$ cat config.mk
export PLATFORM = sky130hd
export DESIGN_NAME = memory_access_controller
export DESIGN_NICKNAME = d
export VERILOG_FILES = /design/src/rtl/cpu_types_pkg.sv /design/src/rtl/ram_wait_counter.sv /design/src/rtl/memory_access_controller.sv
export SDC_FILE = /design/constraint.sdc
export NUM_CORES = 1
export LEC_CHECK = 0
export CAP_MARGIN = 5
export CORE_MARGIN = 2
export CORE_UTILIZATION = 33
export CTS_CLUSTER_SIZE = 8
export DETAILED_ROUTE_END_ITERATION = 10
export GPL_TIMING_DRIVEN = 0
export PLACE_DENSITY_LB_ADDON = 0.1
export SLEW_MARGIN = 0
export SYNTH_ARGS = -nofsm -noshare
export SYNTH_HDL_FRONTEND = slang
export SYNTH_SLANG_ARGS = --single-unit
$ cat constraint.sdc
create_clock -name CLK -period 2.15 [get_ports CLK]
set_input_delay 0.215 -clock CLK [delete_from_list [all_inputs] [get_ports CLK]]
set_output_delay 0.215 -clock CLK [all_outputs]
set_load 0.01 [all_outputs]
$ cat src/rtl/cpu_types_pkg.sv
// Shared CPU-side types and constants for the memory subsystem.
package cpu_types_pkg;

  typedef logic [31:0] word_t;

  typedef enum logic [1:0] {
    FREE   = 2'd0,
    BUSY   = 2'd1,
    ACCESS = 2'd2,
    ERROR  = 2'd3
  } ramstate_t;

  localparam word_t       RAM_ERR_WORD    = 32'hBAD1BAD1;
  localparam int unsigned RAM_LAT_DEFAULT = 2;

endpackage

$ cat src/rtl/ram_wait_counter.sv
// 4-bit wait-state down-counter: parallel load, saturating decrement, zero flag.
module ram_wait_counter (
  input  logic       clk_i,
  input  logic       rst_i,
  input  logic       load_i,
  input  logic [3:0] load_val_i,
  input  logic       dec_i,
  output logic       zero_o
);

  logic [3:0] cnt_q, cnt_d;

  always_comb begin
    cnt_d = cnt_q;
    if (load_i) begin
      cnt_d = load_val_i;
    end else if (dec_i && (cnt_q != 4'd0)) begin
      cnt_d = cnt_q - 4'd1;
    end
  end

  always_ff @(posedge clk_i) begin
    if (rst_i) begin
      cnt_q <= '0;
    end else begin
      cnt_q <= cnt_d;
    end
  end

  assign zero_o = (cnt_q == 4'd0);

endmodule

$ cat src/rtl/memory_access_controller.sv
// Bridges coherency-controller RAM requests onto a single-port SRAM, inserting
// LAT wait cycles per transaction and flagging malformed requests.
module memory_access_controller
  import cpu_types_pkg::*;
#(
  parameter  int unsigned LAT       = RAM_LAT_DEFAULT,
  parameter  int unsigned MEM_WORDS = 16384,
  localparam int unsigned AW        = $clog2(MEM_WORDS)
) (
  input  logic            CLK,
  input  logic            RST,
  input  logic            ramREN,
  input  logic            ramWEN,
  input  word_t           ramaddr,
  input  word_t           ramstore,
  output ramstate_t       ramstate,
  output word_t           ramload,
  output logic            mem_en,
  output logic            mem_wen,
  output logic [AW-1:0]   mem_addr,
  output word_t           mem_wdata,
  input  word_t           mem_rdata
);

  localparam logic [32:0] ADDR_LIMIT = 33'(MEM_WORDS) << 2;
  localparam logic [3:0]  LAT_RELOAD = 4'(LAT - 1);

  ramstate_t     state_q, state_d;
  logic [AW-1:0] waddr_q, waddr_d;
  logic          op_q, op_d;
  word_t         store_q, store_d;

  logic req, invalid, changed;
  logic cnt_load, cnt_dec, cnt_zero;
  logic access_c;

  assign req     = ramREN | ramWEN;
  assign invalid = (ramREN & ramWEN) | (ramaddr[1:0] != 2'b00) |
                   ({1'b0, ramaddr} >= ADDR_LIMIT);
  // Only the word address is latched; invalid is always checked first, so
  // byte-offset or out-of-range bits can never alias an unchanged request.
  assign changed = (ramaddr[AW+1:2] != waddr_q) | (ramWEN != op_q) |
                   (ramstore != store_q);

  ram_wait_counter u_wait (
    .clk_i      (CLK),
    .rst_i      (RST),
    .load_i     (cnt_load),
    .load_val_i (LAT_RELOAD),
    .dec_i      (cnt_dec),
    .zero_o     (cnt_zero)
  );

  always_comb begin
    state_d  = state_q;
    cnt_load = 1'b0;
    cnt_dec  = 1'b0;
    access_c = 1'b0;
    ramload  = '0;
    waddr_d  = waddr_q;
    op_d     = op_q;
    store_d  = store_q;

    unique case (state_q)
      FREE: begin
        if (req) begin
          if (invalid) begin
            state_d = ERROR;
          end else begin
            state_d  = BUSY;
            cnt_load = 1'b1;
          end
        end
      end
      BUSY: begin
        if (!req) begin
          state_d = FREE;
        end else if (invalid) begin
          state_d = ERROR;
        end else if (changed) begin
          cnt_load = 1'b1;
        end else if (cnt_zero) begin
          access_c = 1'b1;
          state_d  = ACCESS;
        end else begin
          cnt_dec = 1'b1;
        end
      end
      ACCESS: begin
        ramload = op_q ? '0 : mem_rdata;
        if (!req) begin
          state_d = FREE;
        end else if (invalid) begin
          state_d = ERROR;
        end else begin
          state_d  = BUSY;
          cnt_load = 1'b1;
        end
      end
      ERROR: begin
        ramload = RAM_ERR_WORD;
        if (!req) begin
          state_d = FREE;
        end
      end
    endcase

    if (cnt_load) begin
      waddr_d = ramaddr[AW+1:2];
      op_d    = ramWEN;
      store_d = ramstore;
    end
  end

  always_ff @(posedge CLK) begin
    if (RST) begin
      state_q <= FREE;
      waddr_q <= '0;
      op_q    <= 1'b0;
      store_q <= '0;
    end else begin
      state_q <= state_d;
      waddr_q <= waddr_d;
      op_q    <= op_d;
      store_q <= store_d;
    end
  end

  assign ramstate  = state_q;
  assign mem_en    = access_c & ~RST;
  assign mem_wen   = mem_en & op_q;
  assign mem_addr  = waddr_q;
  assign mem_wdata = store_q;

endmodule

# == Yosys cells after proc, flatten, opt, wreduce, memory -nomap -nowiden ==
# Cells that the tools add are included.
# word_totals
regBits,53
in_bits,100
out_inout_bits,82
wordCells,65
# classes
add_sub_neg,1
order_cmp,1
eq_ne,10
n_mux,29
bitwise_logic,9
reduce_logical,9
# ops
cell,n
$pmux W32 S2,1
$ge A32 B17 Y1 const B,1
$mux W32,1
$ne A32 B32 Y1,1
$mux W1,17
$mux W2,8
$ne A14 B14 Y1,1
$ne A4 B4 Y1 const B,2
$pmux W2 S4,1
$or A1 B1 Y1,5
$eq A2 B2 Y1 const B,2
$logic_not A4 Y1,1
$ne A2 B2 Y1 const B,2
$reduce_and A4 Y1,1
$reduce_bool A2 Y1,2
$reduce_bool A4 Y1,1
$reduce_or A2 Y1,2
$sub A4 B1 Y4 const B,1
$and A1 B1 Y1,3
$eq A2 B1 Y1 const B,1
$logic_not A2 Y1,1
$pmux W1 S2,1
$logic_and A1 B1 Y1,1
$ne A1 B1 Y1,1
$not A1 Y1,1

# == Depth between registers and ports, before layout ==
# Gate-level depths: netlist of run 1.
# logic_depth
word_depth,10
ltp_mapped,8

# == Hierarchy ==
# Synthesis of run 1 repeated with hierarchy kept, for this count alone.
# hier_totals
hier_cells,404
hier_area_um2,3218.1
# modules_own_cells
mod,n_inst,cells_per_inst,area_each_um2
memory_access_controller,1,375,2955.3
ram_wait_counter,1,29,262.8

# == Worst setup path before layout of run 1 ==
# Ideal clock, no wire load.
# synth_path
kind,reg2out
startpoint,"reg store_q[25], in the netlist mem_wdata[25]"
endpoint,out mem_wen
arrival_time_ps,1950
required_ps,1935
setup_slack_ps,-15
path_stages_with_launch,7
cell_sequence,dfxtp_1 -> xnor2_1 -> nand4_1 -> nor4_2 -> nand4_1 -> nor4_1 -> and2_1
# synth_via
elab_chain_len,8
# synth_lines
item,line_no,source
"start, declared",memory_access_controller.sv:31,"word_t store_q, store_d;"
"start signal, assigned",memory_access_controller.sv:125,store_q <= store_d;
$ne A32 B32 Y1,memory_access_controller.sv:43,(ramstore != store_q);
$or A1 B1 Y1,memory_access_controller.sv:42,assign changed = (ramaddr[AW+1:2] != waddr_q) | (ramWEN != op_q) |
$mux W1,memory_access_controller.sv:80,end else if (changed) begin
$mux W1,memory_access_controller.sv:78,end else if (invalid) begin
$mux W1,memory_access_controller.sv:76,if (!req) begin
$mux W1,memory_access_controller.sv:64,unique case (state_q)
$and A1 B1 Y1,memory_access_controller.sv:130,assign mem_en = access_c & ~RST;
named net mem_en,memory_access_controller.sv:18,"output logic mem_en,"
$and A1 B1 Y1,memory_access_controller.sv:131,assign mem_wen = mem_en & op_q;
"end, declared",memory_access_controller.sv:19,"output logic mem_wen,"
# The timed path passes the listed nets, and every way through them passes these cells.

# == Worst setup path after layout of run 1 ==
# layout_path
startpoint,in ramstore[8]
endpoint,out mem_wen
# layout_via
elab_chain_len,8
# layout_lines
item,line_no,source
"start, declared",memory_access_controller.sv:15,"input word_t ramstore,"
$ne A32 B32 Y1,memory_access_controller.sv:43,
$or A1 B1 Y1,memory_access_controller.sv:42,
$mux W1,memory_access_controller.sv:80,
$mux W1,memory_access_controller.sv:78,
$mux W1,memory_access_controller.sv:76,
$mux W1,memory_access_controller.sv:64,
$and A1 B1 Y1,memory_access_controller.sv:130,
$and A1 B1 Y1,memory_access_controller.sv:131,
# No other way between the ends.

==> results by group, run 1 <==
Critical path
  – Stages on worst setup path: 8
  – Crit-path slowest cell: clkdlybuf4s50_1
  – CP max FO: 2
  – Kind of critical path: input pin to primary output
  – Worst r2r path cells: 7
  – R2r startpoint: mem_addr[4]
  – Slowest stage delay, CP: 0.47 ns
  – Arrival time at the worst endpoint: 2.10 ns
  – Crit path buffers/inverters: 2
  – Cell mode on critical path: nand4_1
  – Required time worst endpoint: 1.93 ns
  – R2R Setup Slk: 0.02 ns
  – Worst-path cell chain: clkdlybuf4s50_1, xnor2_2, nand4_1, nor4_4, nand4_1, nor4_2, and2_1, buf_2
  – Worst R2R End: u_wait.cnt_q[2]
  – CP startpoint kind: input pin
  – Crit. End Element: primary output
  – Worst path top cell family by delay: simple AND/OR/NAND/NOR gates

Finish
  – Antenna diodes: 0
  – Final Core Density: 63.0%
  – Fillers: 805
  – Post-route cell area: 0.00574 mm2
  – Area delta synth->final: 87.5%
  – Share of cells above drive strength 1: 20.2%
  – Register area: 0.00108 mm2
  – Final nets: 649
  – Multi-input gate area: 0.00222 mm2

STA
  – Final WS setup: -0.165 ns
  – Tmin final: 2.32 ns
  – RSZ-0062 raised after global routing: true
  – Worst slew pin tran: 0.657 ns
  – Final Cycle Share: 108%
  – Clock skew: 0.0112 ns
  – Final max-slew violation count: 0
  – Slew HR: 56.2%
  – Worst hold margin: 0.259 ns
  – Final-report hold violation count: 0
  – Setup violators final: 2
  – FMAX: 432 MHz

CTS
  – Cts bufs inserted: 5
  – CTS max path bufs: 2
  – H-tree levels: 2
  – Hold-fix buffers at CTS: 0
  – Skew-Pair Late Insertion Delay: 0.31 ns
  – Root buffer cell: clkbuf_8
  – Sink Count: 53
  – Clk slew on worst S/H paths: 0.10 ns
  – TritonCTS clock tree: built

Power and ir drop
  – Leak: 2.16 nW
  – Worst VDD drop: 309 uV
  – PwrDens: 368 mW/mm2

Status
  – Failing checks: setup timing
  – Outcome: complete, but fails checks

Floorplanning
  – Starting density of the core: 33.6%
  – Io pins: 182
  – Rows: 35
  – Core box area: 0.00911 mm2
  – Die Span Y: 100 um
  – Die area: 0.0101 mm2
  – Chip width: 100 um

Placed design
  – Port bufs: 181
  – Post-DP Area: 0.00502 mm2
  – Post-DP HPWL: 8210 um
  – RePlAce Congestion: 0.773

Route
  – Post-route antenna net violation count: 0
  – Wirelength per Cell: 16.6 um
  – Final WL: 11,000 um
  – Via count: 3,287
  – Vias per cell: 4.98
  – DRC: 0
  – Initial DRC count: 65
  – Drt pass-1 iters: 4

Hold path
  – Worst hold path class: input pin to register
  – Worst Hold End: mem_wdata[10]
  – Hold Crit Start: ramstore[10]
  – Cells on Worst Hold Path: 3

Global routing
  – GRT Residual Overflow: 0
  – Largest net degree at the start of global routing: 17
  – First-pass GRT wire length: 16,000 um
  – GRT Total Usage: 20.0%
  – Number of global-route vias before repair: 3,191
  – Initial antenna violation count: 0

Synthesis
  – Warnings from Yosys: 0
  – Netlist cell types: 28
  – Sequential area share after synthesis: 34.7%
  – Synth Register Bits: 53
  – Synthesized area: 0.00306 mm2
  – Syn Area/Cell: 8.97 um2
  – Synth Instances: 341
  – Syn nets: 442

Flow run
  – Max-cap violations: 0
stage by stage:
step	TNS [ns]	instances	power (mW)	setup WS (ns)
4_1_cts	-0.180	653	2.10	-0.124
6_report	-0.241	660	2.11	-0.165
2_1_floorplan	0	341	1.16	0.108
5_1_grt	-2.96	660	2.20	-0.343
3_5_place_dp	-19.33	633	1.48	-0.891
3_3_place_gp	-18.89	633	1.47	-0.914
metal layers:
layer	wire, um	track usage [%]	vias to the layer above
met5	0	0	-
met4	161	3.90	0
met3	930	5.08	15
met2	5380	35.5	143
met1	4490	24.6	1526
li1	-	-	1603
kinds of logic (layout without fill, tap and decap cells):
kind of cell | count (synthesis) | count (layout) | share of synthesized area, %
buffers and inverters | 20 | 228 | 4.29
DFF | 53 | 53 | 34.7
muxes | 49 | 49 | 16.0
adders and majority gates | 1 | 1 | 0.409
xor gates and xnor gates | 49 | 49 | 14.0
AOI/OAI and AO/OA | 5 | 5 | 2.00
and+or+nand+nor | 164 | 164 | 28.6
worst register-to-register path: stages (launching register included):
cell and delay, ns:
dfxtp_1 0.43, xnor2_2 0.15, nand4_1 0.12, or4_4 0.60
buf_4 0.18, nor4_4 0.28, xnor2_1 0.18, nor3_2 0.05
layout by cell type (no fill, tap or decap), types with 2 or more instances in the layout:
master	instances
clkbuf_16	5
nor4_1	5
clkbuf_1	6
inv_1	2
dfxtp_1	38
buf_2	2
clkbuf_2	3
nor3_1	2
mux2i_2	2
o41ai_1	2
buf_4	12
dfxtp_2	14
nor3_2	2
and2_1	2
nand2_1	37
clkbuf_8	6
nand4b_1	2
nor3b_2	2
clkbuf_4	2
or4_4	4
xnor2_1	17
xnor2_2	31
dlygate4sd2_1	13
buf_12	5
nor4_4	7
and3_1	15
nand3_1	4
buf_6	2
nand4_1	22
clkdlybuf4s50_1	165
mux2i_1	47
nor2_1	54
synth_stat cells:
| library cell | count | area share [%] |
|---|---|---|
| and2_1 | 2 | 0.41 |
| or4_4 | 4 | 1.5 |
| xnor2_1 | 49 | 14 |
| mux2i_1 | 49 | 16 |
| nand3_2 | 1 | 0.33 |
| o41ai_1 | 2 | 0.57 |
| a41oi_4 | 1 | 0.90 |
| clkbuf_1 | 12 | 1.5 |
| nor4_1 | 7 | 1.4 |
| nor2_1 | 54 | 6.6 |
| buf_8 | 5 | 2.5 |
| nor2_2 | 1 | 0.20 |
| a211o_1 | 1 | 0.29 |
| nand2_1 | 38 | 4.7 |
| nor4_4 | 1 | 0.69 |
| nor3_1 | 2 | 0.33 |
| nand4b_1 | 2 | 0.57 |
| and3_1 | 15 | 3.1 |
| nor3b_1 | 3 | 0.74 |
| nand4_1 | 22 | 4.5 |
| ha_1 | 1 | 0.41 |
| nand3_1 | 4 | 0.65 |
| nor4_2 | 5 | 2.0 |
| inv_1 | 3 | 0.37 |
| a211oi_1 | 1 | 0.25 |
| nor3_2 | 2 | 0.65 |
| nor2b_1 | 1 | 0.20 |
| dfxtp_1 | 53 | 35 |
state kept, by name (all words and copies together), names as in the netlist:
name and cells:
mem_addr 14, mem_wdata 32, op_q 1, ramstate 2
u_wait.cnt_q 4
worst max path at each step:
| stage | end | from |
|---|---|---|
| finish | mem_wen | ramstore[8] |
| global route | mem_wen | mem_wdata[20] |
| CTS | mem_wen | mem_addr[13] |
| detailed placement | mem_wen | ramstore[10] |
| global placement | mem_wen | ramstore[10] |
| floorplan | mem_wen | mem_wdata[25] |
area by class of cell:
cell class                 instances  area share [%]
sequential                        53            18.9
tap                              111            2.42
multi-input combinational        268            38.6
clock buffer                       6            1.44
clock inverter                     2           0.240
buffer                            16            2.66
timing repair buffer             201            35.6
inverter                           3           0.196
power breakdown:
group	total [mW]	internal [mW]	switching [mW]
registers	0.990	0.983	0.00660
logic	0.505	0.307	0.198
clock network	0.617	0.262	0.355
total	2.11	1.55	0.560
timing repair:
item | 4_1_cts | 5_1_grt
setup endpoints to repair | 81 | 68
gates cloned | 0 | 5
gates resized for setup | 65 | 41
hold endpoints to repair | 0 | 0
setup buffers | 13 | 2
pin swaps | 24 | 8
No activity file was read; power rests on OpenSTA's default activity.
==> run 2, diff against run 1 <==
--- a/config.mk
+++ b/config.mk
@@ -5,14 +5,14 @@
 export SDC_FILE = /design/constraint.sdc
 export NUM_CORES = 1
 export LEC_CHECK = 0
-export CAP_MARGIN = 5
+export CAP_MARGIN = 20
 export CORE_MARGIN = 2
 export CORE_UTILIZATION = 33
 export CTS_CLUSTER_SIZE = 8
 export DETAILED_ROUTE_END_ITERATION = 10
 export GPL_TIMING_DRIVEN = 0
 export PLACE_DENSITY_LB_ADDON = 0.1
-export SLEW_MARGIN = 0
+export SLEW_MARGIN = 20
 export SYNTH_ARGS = -nofsm -noshare
 export SYNTH_HDL_FRONTEND = slang
 export SYNTH_SLANG_ARGS = --single-unit
==> results of run 2 <==
Final layout, timing and power as in run 1 (identical DEF).
==> patch, RTL diff (config.mk and constraints of run 1) <==
The parameter `MEM_WORDS` goes from 16384 to 8192.
--- a/src/rtl/memory_access_controller.sv
+++ b/src/rtl/memory_access_controller.sv
@@ -5,5 +5,5 @@
 #(
   parameter  int unsigned LAT       = RAM_LAT_DEFAULT,
-  parameter  int unsigned MEM_WORDS = 16384,
+  parameter  int unsigned MEM_WORDS = 8192,
   localparam int unsigned AW        = $clog2(MEM_WORDS)
 ) (
Interface: changed (resized mem_addr); port bits go from 182 to 181. No check against the original RTL was run, so the function may have changed too.
==> patch against run 1 <==
- the flow still finishes with violations (negative setup slack)
- sequential share of layout area rose by 0.95 points
- via count fell by 9.2%
- count of clock-buffer cells in the layout rose by 2
- combinational power fell by 11%
- cell area fell by 4.3%
- worst setup slack improved by 0.089 ns
- wire length fell by 3.6%
- total power fell by 5.5%
- clock power fell by 6.2%
- area after synthesis fell by 7.4%
- clock skew fell by 0.0033 ns
- worst hold slack got worse by 0.046 ns
- synthesized cell count fell by 11%
- sequential cell count fell by 1
- critical endpoint unchanged
==> patch: results (changes against run 1) <==
mux share of post-synthesis cell area = 16.59% (was 16.03%)
Worst EP arrival = 2.01 ns (was 2.10 ns)
Synth area leaders = dfxtp_1 (37%), mux2i_1 (17%), xnor2_1 (14%) (was dfxtp_1 (35%), mux2i_1 (16%), xnor2_1 (14%))
Hold EP = mem_wdata[14]$_SDFFE_PP0P_ (was mem_wdata[10]$_SDFFE_PP0P_)
CP max stage delay = 0.37 ns (was 0.47 ns)
met3 routed WL = 736 um (was 930 um)
cell count after placement = 587 (was 633)
R2R Path End = u_wait.cnt_q[3]$_SDFFE_PP0P_ (was u_wait.cnt_q[2]$_SDFFE_PP0P_)
final worst slack = -0.07624 ns (was -0.1654 ns)
Post-Synth Adder-Cell Area = 0.4413% (was 0.4088%)
Mapped Avg Cell Area = 9.357 sq um (was 8.975 sq um)
P_int = 1.499 mW (was 1.553 mW)
Pleak = 2.281 nW (was 2.163 nW)
VDD IR max = 303.3 uV (was 308.8 uV)
Combinational Power Share = 22.6% (was 23.9%)
crit path to = mem_wen (unchanged)
power in the clock group = 0.579 mW (was 0.617 mW)
number of global-route vias before repair = 3,130 (was 3,191)
gp weighted congestion = 0.8392 (was 0.7729)
met2 routed wirelength = 5448 um (was 5384 um)
worst hold start = ramstore[14] (was ramstore[10])
1st-iter DRT viols = 109 (was 65)
outcome = finished, violations left (unchanged)
vias per inst = 4.770 (was 4.980)
Layout Cells excl Fill = 626 (was 660)
register area share after synthesis = 36.72% (was 34.67%)
Power Dens Cells = 363.1 nW/um^2 (was 368.0 nW/um^2)
Port-buffer cells = 179 (was 181)
layout cells sized above 1 = 25.53% (was 20.22%)
Slowest cell on crit path = dfxtp_4 (was clkdlybuf4s50_1)
Post-DP Area = 4790 sq um (was 5017 sq um)
final setup TNS = -0.1219 ns (was -0.2410 ns)
DP HPWL = 7700 um (was 8210 um)
largest net degree at the start of global routing = 15 (was 17)
Post-synth top cells = dfxtp_1 (52), nor2_1 (48), mux2i_1 (47), xnor2_1 (46), a21o_1 (18) (was nor2_1 (54), dfxtp_1 (53), mux2i_1 (49), xnor2_1 (49), nand2_1 (38))
post-synthesis xor/xnor area fraction = 14.21% (was 14.02%)
Rel. slew slack = 62.98% (was 56.19%)
nets@finish = 621 (was 649)
syn_nets = 404 (was 442)
crit-path max FO = 4 (was 2)
Hold WS = 0.2127 ns (was 0.2586 ns)
setup violators final = 3 (was 2)
failing checks = negative setup slack (unchanged)
DRT met1 WL = 4214 um (was 4485 um)
DP Worst Slack = -0.8350 ns (was -0.8912 ns)
first-pass GRT wire length = 16,170 um (was 16,050 um)
internal reg-to-reg setup slack = 0 ns (was 0.02 ns)
number of fill cells = 688 (was 805)
R2R depth = 5 (was 7)
reg2reg start = ramstate[1]$_SDFFE_PP0P_ (was mem_addr[4]$_SDFFE_PP0P_)
## patch: changes by cell type after synthesis, moves of 3 or more
cell	change
a21o_1	+18
a31oi_1	+4
and2_1	+15
and3_1	-14
buf_6	+4
buf_8	-5
nand2_1	-33
nand4_1	-11
nor2_1	-6
nor4_2	-3
or4_4	-3
xnor2_1	-3
## patch: timing repair
item / 4_1_cts / 5_1_grt
pin swaps: 37 / 25
resized for setup: 127 / 79
setup buffers: 24 / 3
endpoints found under the hold margin: 0 / 0
setup endpoints to repair: 84 / 71
cloned: 0 / 5
## patch: area by class of cell
| type | count | share of cell area (%) |
|---|---|---|
| repair buffers | 210 | 37.39 |
| flip-flops and latches | 52 | 19.81 |
| well taps | 105 | 2.391 |
| multi-input cells | 232 | 35.47 |
| inverters | 2 | 0.1366 |
| plain buffers | 17 | 3.165 |
| clock buffers | 8 | 1.639 |
## patch: metal layers
metal  up-vias  GRT usage, %
met5         -             0
li1       1480             -
met1      1371         24.12
met3        12         6.069
met2       123         39.69
met4         0         5.742
